$ cat src/rtl/axil_cfg_master.sv
// Single-outstanding AXI4-Lite master: one command in, one AXI-Lite transaction
// out, one response back. Misaligned commands are answered locally with SLVERR.
module axil_cfg_master #(
  parameter int ADDR_WIDTH = 6,
  parameter int DATA_WIDTH = 32
) (
  input  logic                      ACLK,
  input  logic                      ARESET,
  // Command side
  input  logic                      cmd_valid,
  output logic                      cmd_ready,
  input  logic                      cmd_we,
  input  logic [ADDR_WIDTH-1:0]     cmd_addr,
  input  logic [DATA_WIDTH-1:0]     cmd_wdata,
  input  logic [DATA_WIDTH/8-1:0]   cmd_wstrb,
  // Response side
  output logic                      rsp_valid,
  input  logic                      rsp_ready,
  output logic [DATA_WIDTH-1:0]     rsp_rdata,
  output logic [1:0]                rsp_resp,
  output logic [7:0]                err_count,
  // AXI4-Lite write address / data / response
  output logic [ADDR_WIDTH-1:0]     M_AWADDR,
  output logic                      M_AWVALID,
  input  logic                      M_AWREADY,
  output logic [DATA_WIDTH-1:0]     M_WDATA,
  output logic [DATA_WIDTH/8-1:0]   M_WSTRB,
  output logic                      M_WVALID,
  input  logic                      M_WREADY,
  input  logic [1:0]                M_BRESP,
  input  logic                      M_BVALID,
  output logic                      M_BREADY,
  // AXI4-Lite read address / data
  output logic [ADDR_WIDTH-1:0]     M_ARADDR,
  output logic                      M_ARVALID,
  input  logic                      M_ARREADY,
  input  logic [DATA_WIDTH-1:0]     M_RDATA,
  input  logic [1:0]                M_RRESP,
  input  logic                      M_RVALID,
  output logic                      M_RREADY,
  // Debug: current FSM state
  output logic [2:0]                dbg_state
);

  // Handshake rule on every channel here: a beat transfers on a rising edge
  // where VALID and READY are both high; VALID never waits on READY and the
  // payload is held stable from VALID rising until that edge.

  typedef enum logic [2:0] {
    S_IDLE    = 3'd0,
    S_WR_REQ  = 3'd1,
    S_WR_RESP = 3'd2,
    S_RD_REQ  = 3'd3,
    S_RD_RESP = 3'd4,
    S_RSP     = 3'd5
  } state_t;

  localparam logic [1:0] RESP_OKAY   = 2'b00;
  localparam logic [1:0] RESP_SLVERR = 2'b10;

  state_t                    state_q;
  logic [ADDR_WIDTH-1:0]     addr_q;
  logic [DATA_WIDTH-1:0]     wdata_q;
  logic [DATA_WIDTH/8-1:0]   wstrb_q;
  logic                      aw_done_q;
  logic                      w_done_q;
  logic                      awvalid_q;
  logic                      wvalid_q;
  logic                      bready_q;
  logic                      arvalid_q;
  logic                      rready_q;
  logic                      rsp_valid_q;
  logic [DATA_WIDTH-1:0]     rsp_rdata_q;
  logic [1:0]                rsp_resp_q;
  logic [7:0]                err_count_q;

  logic                      aw_hs;
  logic                      w_hs;
  logic                      aw_all;
  logic                      w_all;
  logic [7:0]                err_count_d;

  always_comb begin
    aw_hs       = awvalid_q & M_AWREADY;
    w_hs        = wvalid_q & M_WREADY;
    aw_all      = aw_done_q | aw_hs;
    w_all       = w_done_q | w_hs;
    err_count_d = (err_count_q == 8'hFF) ? 8'hFF : err_count_q + 8'd1;
  end

  always_ff @(posedge ACLK) begin
    if (ARESET) begin
      state_q     <= S_IDLE;
      addr_q      <= '0;
      wdata_q     <= '0;
      wstrb_q     <= '0;
      aw_done_q   <= 1'b0;
      w_done_q    <= 1'b0;
      awvalid_q   <= 1'b0;
      wvalid_q    <= 1'b0;
      bready_q    <= 1'b0;
      arvalid_q   <= 1'b0;
      rready_q    <= 1'b0;
      rsp_valid_q <= 1'b0;
      rsp_rdata_q <= '0;
      rsp_resp_q  <= RESP_OKAY;
      err_count_q <= 8'd0;
    end else begin
      case (state_q)
        S_IDLE: begin
          if (cmd_valid) begin
            addr_q  <= cmd_addr;
            wdata_q <= cmd_wdata;
            wstrb_q <= cmd_wstrb;
            if (cmd_addr[1:0] != 2'b00) begin
              // Misaligned: answer locally, never touch the bus.
              state_q     <= S_RSP;
              rsp_valid_q <= 1'b1;
              rsp_resp_q  <= RESP_SLVERR;
              rsp_rdata_q <= '0;
              err_count_q <= err_count_d;
            end else if (cmd_we) begin
              state_q   <= S_WR_REQ;
              awvalid_q <= 1'b1;
              wvalid_q  <= 1'b1;
            end else begin
              state_q   <= S_RD_REQ;
              arvalid_q <= 1'b1;
            end
          end
        end
        S_WR_REQ: begin
          if (aw_hs) begin
            awvalid_q <= 1'b0;
            aw_done_q <= 1'b1;
          end
          if (w_hs) begin
            wvalid_q <= 1'b0;
            w_done_q <= 1'b1;
          end
          if (aw_all && w_all) begin
            state_q  <= S_WR_RESP;
            bready_q <= 1'b1;
          end
        end
        S_WR_RESP: begin
          if (M_BVALID) begin
            state_q     <= S_RSP;
            bready_q    <= 1'b0;
            rsp_valid_q <= 1'b1;
            rsp_resp_q  <= M_BRESP;
            rsp_rdata_q <= '0;
            if (M_BRESP != RESP_OKAY) err_count_q <= err_count_d;
          end
        end
        S_RD_REQ: begin
          if (M_ARREADY) begin
            state_q   <= S_RD_RESP;
            arvalid_q <= 1'b0;
            rready_q  <= 1'b1;
          end
        end
        S_RD_RESP: begin
          if (M_RVALID) begin
            state_q     <= S_RSP;
            rready_q    <= 1'b0;
            rsp_valid_q <= 1'b1;
            rsp_resp_q  <= M_RRESP;
            rsp_rdata_q <= M_RDATA;
            if (M_RRESP != RESP_OKAY) err_count_q <= err_count_d;
          end
        end
        S_RSP: begin
          if (rsp_ready) begin
            state_q     <= S_IDLE;
            rsp_valid_q <= 1'b0;
            aw_done_q   <= 1'b0;
            w_done_q    <= 1'b0;
          end
        end
        default: state_q <= S_IDLE;
      endcase
    end
  end

  // cmd_ready is gated by ARESET so it reads 0 for the whole reset window.
  assign cmd_ready = (state_q == S_IDLE) & ~ARESET;
  assign rsp_valid = rsp_valid_q;
  assign rsp_rdata = rsp_rdata_q;
  assign rsp_resp  = rsp_resp_q;
  assign err_count = err_count_q;

  assign M_AWADDR  = addr_q;
  assign M_AWVALID = awvalid_q;
  assign M_WDATA   = wdata_q;
  assign M_WSTRB   = wstrb_q;
  assign M_WVALID  = wvalid_q;
  assign M_BREADY  = bready_q;
  assign M_ARADDR  = addr_q;
  assign M_ARVALID = arvalid_q;
  assign M_RREADY  = rready_q;
  assign dbg_state = state_q;

endmodule
$ cat config.mk
export PLATFORM = sky130hd
export DESIGN_NAME = axil_cfg_master
export DESIGN_NICKNAME = d
export VERILOG_FILES = /design/src/rtl/axil_cfg_master.sv
export SDC_FILE = /design/constraint.sdc
export NUM_CORES = 1
export LEC_CHECK = 0
export CORE_ASPECT_RATIO = 1.4
export CORE_MARGIN = 10
export CORE_UTILIZATION = 37
export DETAILED_ROUTE_END_ITERATION = 10
export PLACE_DENSITY = 0.79
export SYNTH_ARGS = -nofsm -noshare
export SYNTH_HDL_FRONTEND = slang
export SYNTH_SLANG_ARGS = --single-unit
$ cat constraint.sdc
create_clock -name ACLK -period 1.69 [get_ports ACLK]
set_input_delay 0.338 -clock ACLK [delete_from_list [all_inputs] [get_ports ACLK]]
set_output_delay 0.338 -clock ACLK [all_outputs]
set_load 0.01 [all_outputs]
Yosys cells after proc, flatten, opt, wreduce, memory -nomap -nowiden
Index checks and enable logic that the tools add are counted.
{"block": "totals", "regBits": 95, "latchBits": 0, "ram_bits": 0, "romBits": 0, "inputBits": 88, "output_inout_bits": 100, "wordCells": 121, "n_memories": 0}
{"block": "op_classes", "addsub": 1, "mul": 0, "n_div": 0, "magnitude_cmp": 0, "n_eq_ne": 20, "shifts": 0, "n_mux": 55, "bitwise_logic": 6, "reduce_logical": 24}
{"operator": "2-to-1 mux 32 bit", "count": 4}
{"operator": "one-hot mux 32 bit (3 select lines)", "count": 1}
{"operator": "2-to-1 mux 8 bit", "count": 7}
{"operator": "!= test 2 bit (second input constant)", "count": 14}
{"operator": "one-hot mux 8 bit (3 select lines)", "count": 1}
{"operator": "2-to-1 mux 3 bit", "count": 7}
{"operator": "2-to-1 mux 1 bit", "count": 20}
{"operator": "AND reduction 5 bit", "count": 4}
{"operator": "one-hot mux 3 bit (6 select lines)", "count": 1}
{"operator": "nonzero test 2 bit", "count": 8}
{"operator": "one-hot mux 1 bit (2 select lines)", "count": 7}
{"operator": "AND reduction 3 bit", "count": 4}
{"operator": "AND reduction 6 bit", "count": 2}
{"operator": "2-to-1 mux 2 bit", "count": 5}
{"operator": "adder 8 x 1 -> 8 bit (second input constant)", "count": 1}
{"operator": "equality test 8 bit (second input constant)", "count": 1}
{"operator": "AND reduction 7 bit", "count": 1}
{"operator": "equality test 3 x 2 -> 1 bit (second input constant)", "count": 2}
{"operator": "equality test 3 bit (second input constant)", "count": 2}
{"operator": "one-hot mux 2 bit (3 select lines)", "count": 1}
{"operator": "one-hot mux 1 bit (4 select lines)", "count": 1}
{"operator": "nonzero test 4 bit", "count": 1}
{"operator": "bitwise AND 1 bit", "count": 3}
{"operator": "equality test 3 x 1 -> 1 bit (second input constant)", "count": 1}
{"operator": "6 further kinds", "count": 7}

Depth between registers and ports, before layout
{"block": "logic_depth", "word_depth": 5, "depth_mapped": 8, "depth_no_buf": 5}

Least setup slack after synthesis
OpenSTA, ideal clock, no wires.
{"block": "synth_timing", "path_type": "register to register", "from": "register state_q[0], in the netlist dbg_state[0]", "to": "register err_count_q[2], in the netlist err_count[2]", "setup_ns": 0.091, "arrival_time_ns": 1.603, "t_required_ns": 1.599, "path_slack_ns": -0.004, "path_stages_with_launch": 7, "n_path_buf": 2, "synth_period_minus_slack_ns": 1.694, "cell_sequence": "dfxtp_1 buf_4 and4bb_1 a221o_1 buf_4 and3_1 a311oi_1"}
{"block": "synth_via", "elab_chain_cells": 3, "word_cells_on_any_way": 12, "classes_between": "eq/ne (8); mux (1); reduce/logical (3)"}
{"item": "from (decl)", "line_no": "61", "rtl": "state_t state_q;"}
{"item": "from (signal assigned)", "line_no": "93", "rtl": "state_q <= S_IDLE;"}
{"item": "from (signal assigned)", "line_no": "117", "rtl": "state_q <= S_RSP;"}
{"item": "from (signal assigned)", "line_no": "123", "rtl": "state_q <= S_WR_REQ;"}
{"item": "equality test 3 bit, or another cell as far along", "line_no": "109", "rtl": "case (state_q)"}
{"item": "!= test 2 bit (no line) or nonzero test 3 bit (tied branches)"}
{"item": "AND reduction 7 bit (no line)"}
{"item": "to (signal assigned)", "line_no": "121", "rtl": "err_count_q <= err_count_d;"}
{"item": "to (signal assigned)", "line_no": "153", "rtl": "if (M_BRESP != RESP_OKAY) err_count_q <= err_count_d;"}
{"item": "to (signal assigned)", "line_no": "170", "rtl": "if (M_RRESP != RESP_OKAY) err_count_q <= err_count_d;"}
{"item": "to (decl)", "line_no": "75", "rtl": "logic [7:0] err_count_q;"}
Several ways; a longest one is shown, not always the timed one.
A chain may end at the register's enable or synchronous reset.

Final worst setup path
{"block": "layout_timing", "from": "register state_q[0], in the netlist dbg_state[0]", "to": "register rsp_rdata_q[27], in the netlist rsp_rdata[27]"}
{"block": "layout_via", "elab_chain_cells": 3, "word_cells_on_any_way": 10, "classes_between": "eq/ne (6); mux (1); reduce/logical (3)"}
{"item": "equality test 3 bit, or another cell as far along", "line_no": "109"}
{"item": "!= test 2 bit (no line) or nonzero test 3 bit (tied branches)"}
{"item": "AND reduction 5 bit (no line)"}
{"item": "to (signal assigned)", "line_no": "105", "rtl": "rsp_rdata_q <= '0;"}
{"item": "to (signal assigned)", "line_no": "120", "rtl": "rsp_rdata_q <= '0;"}
{"item": "to (signal assigned)", "line_no": "152", "rtl": "rsp_rdata_q <= '0;"}
{"item": "to (decl)", "line_no": "73", "rtl": "logic [DATA_WIDTH-1:0] rsp_rdata_q;"}
Several ways; a longest one is shown, not always the timed one.

==> impl_metrics.tcl <==
set metrics [dict create \
    clock.fmax_mhz 589 \
    seqCellArea_um2 1920 \
    pre_cts_ws_ns -0.427 \
    synth_nets 565 \
    area_growth_pct 76.0 \
    antenna_found_initial 0 \
    cpMostUsedCell "buf_12" \
    layout_common_cells "clkdlybuf4s50_1 (174), nand2_1 (129), dfxtp_1 (88)" \
    fin_tns_setup_ns -0.00962 \
    grt_overflow 0 \
    period_needed_ns 1.70 \
    io_pins 188 \
    period_share_pct 100 \
    place_area_um2 6030 \
    path_buf_inv 4 \
    arrival_ns 1.96 \
    ys_ff_latch 95 \
    yosys_most_used_dff "dfxtp_1" \
    synth-async-reset-ratio_pct 0 \
    ir_drop_mv 0.722 \
    layout_setup_ws_ns -0.00667 \
    drcViolationCount 0 \
    drive_gt1_share_pct 19.2 \
    endpoint_kind "flip-flop" \
    max-clock-path-buffers 2 \
    cpPeakStageDelay_ns 0.33 \
    first_global_vias 4131 \
    p_total_mw 9.55 \
    cts.sinks 95 \
    dieArea_um2 15000 \
    fin_area_um2 6790 \
    multi_input_area_um2 1990 \
    n_antenna_cell 0 \
    rsz0062_at_grt "yes" \
    clk_latency_ns 0.34 \
    final_util_pct 66.0 \
    root_buffer "clkbuf_16" \
    yosysSeqAreaShare_pct 49.3 \
    hpwl_um 10300 \
    required_ns 1.96 \
    p_sw_mw 3.41 \
    initial_utilization_pct 37.5 \
    rows 44 \
    path_cells "buf_6, nor4b_4, buf_4, a221o_4, buf_12, buf_12, nand3_2, a21oi_2" \
    maxCapViolCount 0 \
    wl_per_cell_um 18.2 \
    fill_cells 824 \
    slew_headroom_pct 65.8 \
    cts.reportedPaths.clkPinSlew_ns 0.07 \
    outcome "finished, violations left" \
    grt_pass1_wl_um 20600 \
    grt_max_degree 97 \
    drtIter0Drc 152 \
    portBuffers 187 \
    intPower_mw 6.15 \
    die_y_um 141 \
    synth_edf_count 0 \
    p_per_area_nw_per_um2 1410 \
    critPathSlowestCell "dfxtp_2" \
    crit_fanout 7 \
    violations "negative setup slack" \
    hold_violations 0 \
    hold_path.class "input port to flip-flop" \
    fin_skew_ns 0.00862 \
    cp_top_family "buffers and inverters" \
    comb_power_share_pct 48.5 \
    finalWeightedCongestion 0.783 \
    criticalPathCategory "flip-flop to flip-flop" \
    postSynthAreaPerCell_um2 8.11 \
    ys_warn_count 0 \
    critPathLaunchType "flip-flop" \
    drt-vias-per-instance 5.14 \
    worst_slew_pin_slew_ns 0.513 \
    setup_violations 3 \
    h-tree-depth 3 \
    die_w_um 106 \
    layout_commonest_cell "clkdlybuf4s50_1" \
    synth_cell_types 45 \
    core_region_area_um2 10300 \
    clockPowerShare_pct 21.1 \
    sw_frac_of_total_pct 35.7 \
    wl_um 15000 \
    nNetsFinal 774 \
    grt_usage_pct 16.9 \
    seqPwrFrac_pct 30.4 \
    cts_buffers 9 \
    slew_violations 0 \
    p_leak_nw 2.47 \
    cts_tree "done" \
    ant_nets 0 \
    syn-instance-count 476 \
    cts_hold_buf 0 \
    syn-cell-area_um2 3860 \
    firstDrtPassIters 4 \
    dr_total_vias 4252 \
    reg2reg_slack_ns -0.007 \
]
## path summary, 6_finish.rpt
kind | depth (start not counted) | startpoint | endpoint
hold reg to reg | 2 | rsp_rdata[28]$_SDFFE_PP0P_ | rsp_rdata[28]$_SDFFE_PP0P_
setup / recovery | 8 | dbg_state[0]$_SDFFE_PP0P_ | rsp_rdata[27]$_SDFFE_PP0P_
hold / removal | 2 | M_RVALID | M_RREADY$_SDFFE_PP0P_
setup reg to reg | 8 | dbg_state[0]$_SDFFE_PP0P_ | rsp_rdata[27]$_SDFFE_PP0P_
## layout make-up
class	count	share of cell area (%)
Tap cell	138	2.54
Clock inverter	5	0.866
Clock buffer	10	3.52
Inverter	4	0.221
Sequential cell	95	28.2
Multi-Input combinational cell	335	29.3
Timing Repair Buffer	240	35.3
## what timing repair did
item	CTS	global route
setup buffers	0	10
gates resized for setup	26	60
pin swaps	3	28
endpoints found under the setup margin	54	58
gates cloned	0	6
## state kept, by name (all words and copies together) (netlist names)
signal	flops
M_ARADDR	6
M_ARVALID	1
M_AWVALID	1
M_BREADY	1
M_RREADY	1
M_WDATA	32
M_WSTRB	4
M_WVALID	1
aw_done_q	1
dbg_state	3
err_count	8
rsp_rdata	32
rsp_resp	2
rsp_valid	1
w_done_q	1
## metrics by stage
| step | hold slack, ns | std cells |
|---|---|---|
| 2_1_floorplan | 0.435 | 476 |
| 3_3_place_gp | 0.439 | 796 |
| 3_5_place_dp | 0.444 | 796 |
| 4_1_cts | 0.453 | 811 |
| 5_1_grt | 0.438 | 827 |
| 6_report | 0.420 | 827 |
## kinds of logic after synthesis
| logic type | Yosys count | share of synthesized area, % |
|---|---|---|
| AO/OA/AOI/OAI | 122 | 18.5 |
| adder cells (fa/ha/maj) | 1 | 0.324 |
| buffers and inverters | 47 | 5.93 |
| flip-flops | 95 | 49.3 |
| multiplexers | 1 | 0.259 |
| AND/OR/NAND/NOR | 210 | 25.7 |
## layer usage
metal | vias to the layer above | GRT usage, % | routed length, µm
met2 | 171 | 30.2 | 7780
met3 | 24 | 6.75 | 1240
met5 | - | 0 | 0
met4 | 0 | 6.22 | 329
li1 | 2058 | - | -
met1 | 1999 | 17.2 | 5670
## synth_stat cells, types with 2 or more instances
cell type / instances / share of area, %
a211oi_1: 7 / 1.4
a21oi_1: 89 / 12
a311oi_1: 5 / 1.1
a31oi_1: 8 / 1.3
and2_1: 2 / 0.32
and3_1: 4 / 0.65
buf_1: 3 / 0.29
buf_2: 6 / 0.78
buf_4: 8 / 1.6
buf_6: 2 / 0.58
clkbuf_1: 24 / 2.3
dfxtp_1: 95 / 49
inv_1: 4 / 0.39
nand2_1: 129 / 13
nand3_1: 34 / 4.4
nand3b_1: 2 / 0.39
nor2_1: 9 / 0.88
nor2b_1: 3 / 0.49
nor3_1: 7 / 0.91
nor4_1: 2 / 0.32
nor4b_2: 3 / 1.2
o21a_1: 2 / 0.39
o21ai_0: 2 / 0.26
o21ai_1: 2 / 0.26
or3_1: 2 / 0.32
or3b_1: 3 / 0.68
## power by group through the flow
stage	combinational [mW]	sequential [mW]	clock (mW)
3_3_place_gp	3.71	2.91	0
4_1_cts	3.81	2.90	2.06
2_1_floorplan	1.81	3.07	0
6_report	4.63	2.91	2.02
5_1_grt	4.93	2.96	2.16
3_5_place_dp	3.79	2.93	0
No activity file was read; power rests on OpenSTA's default activity.
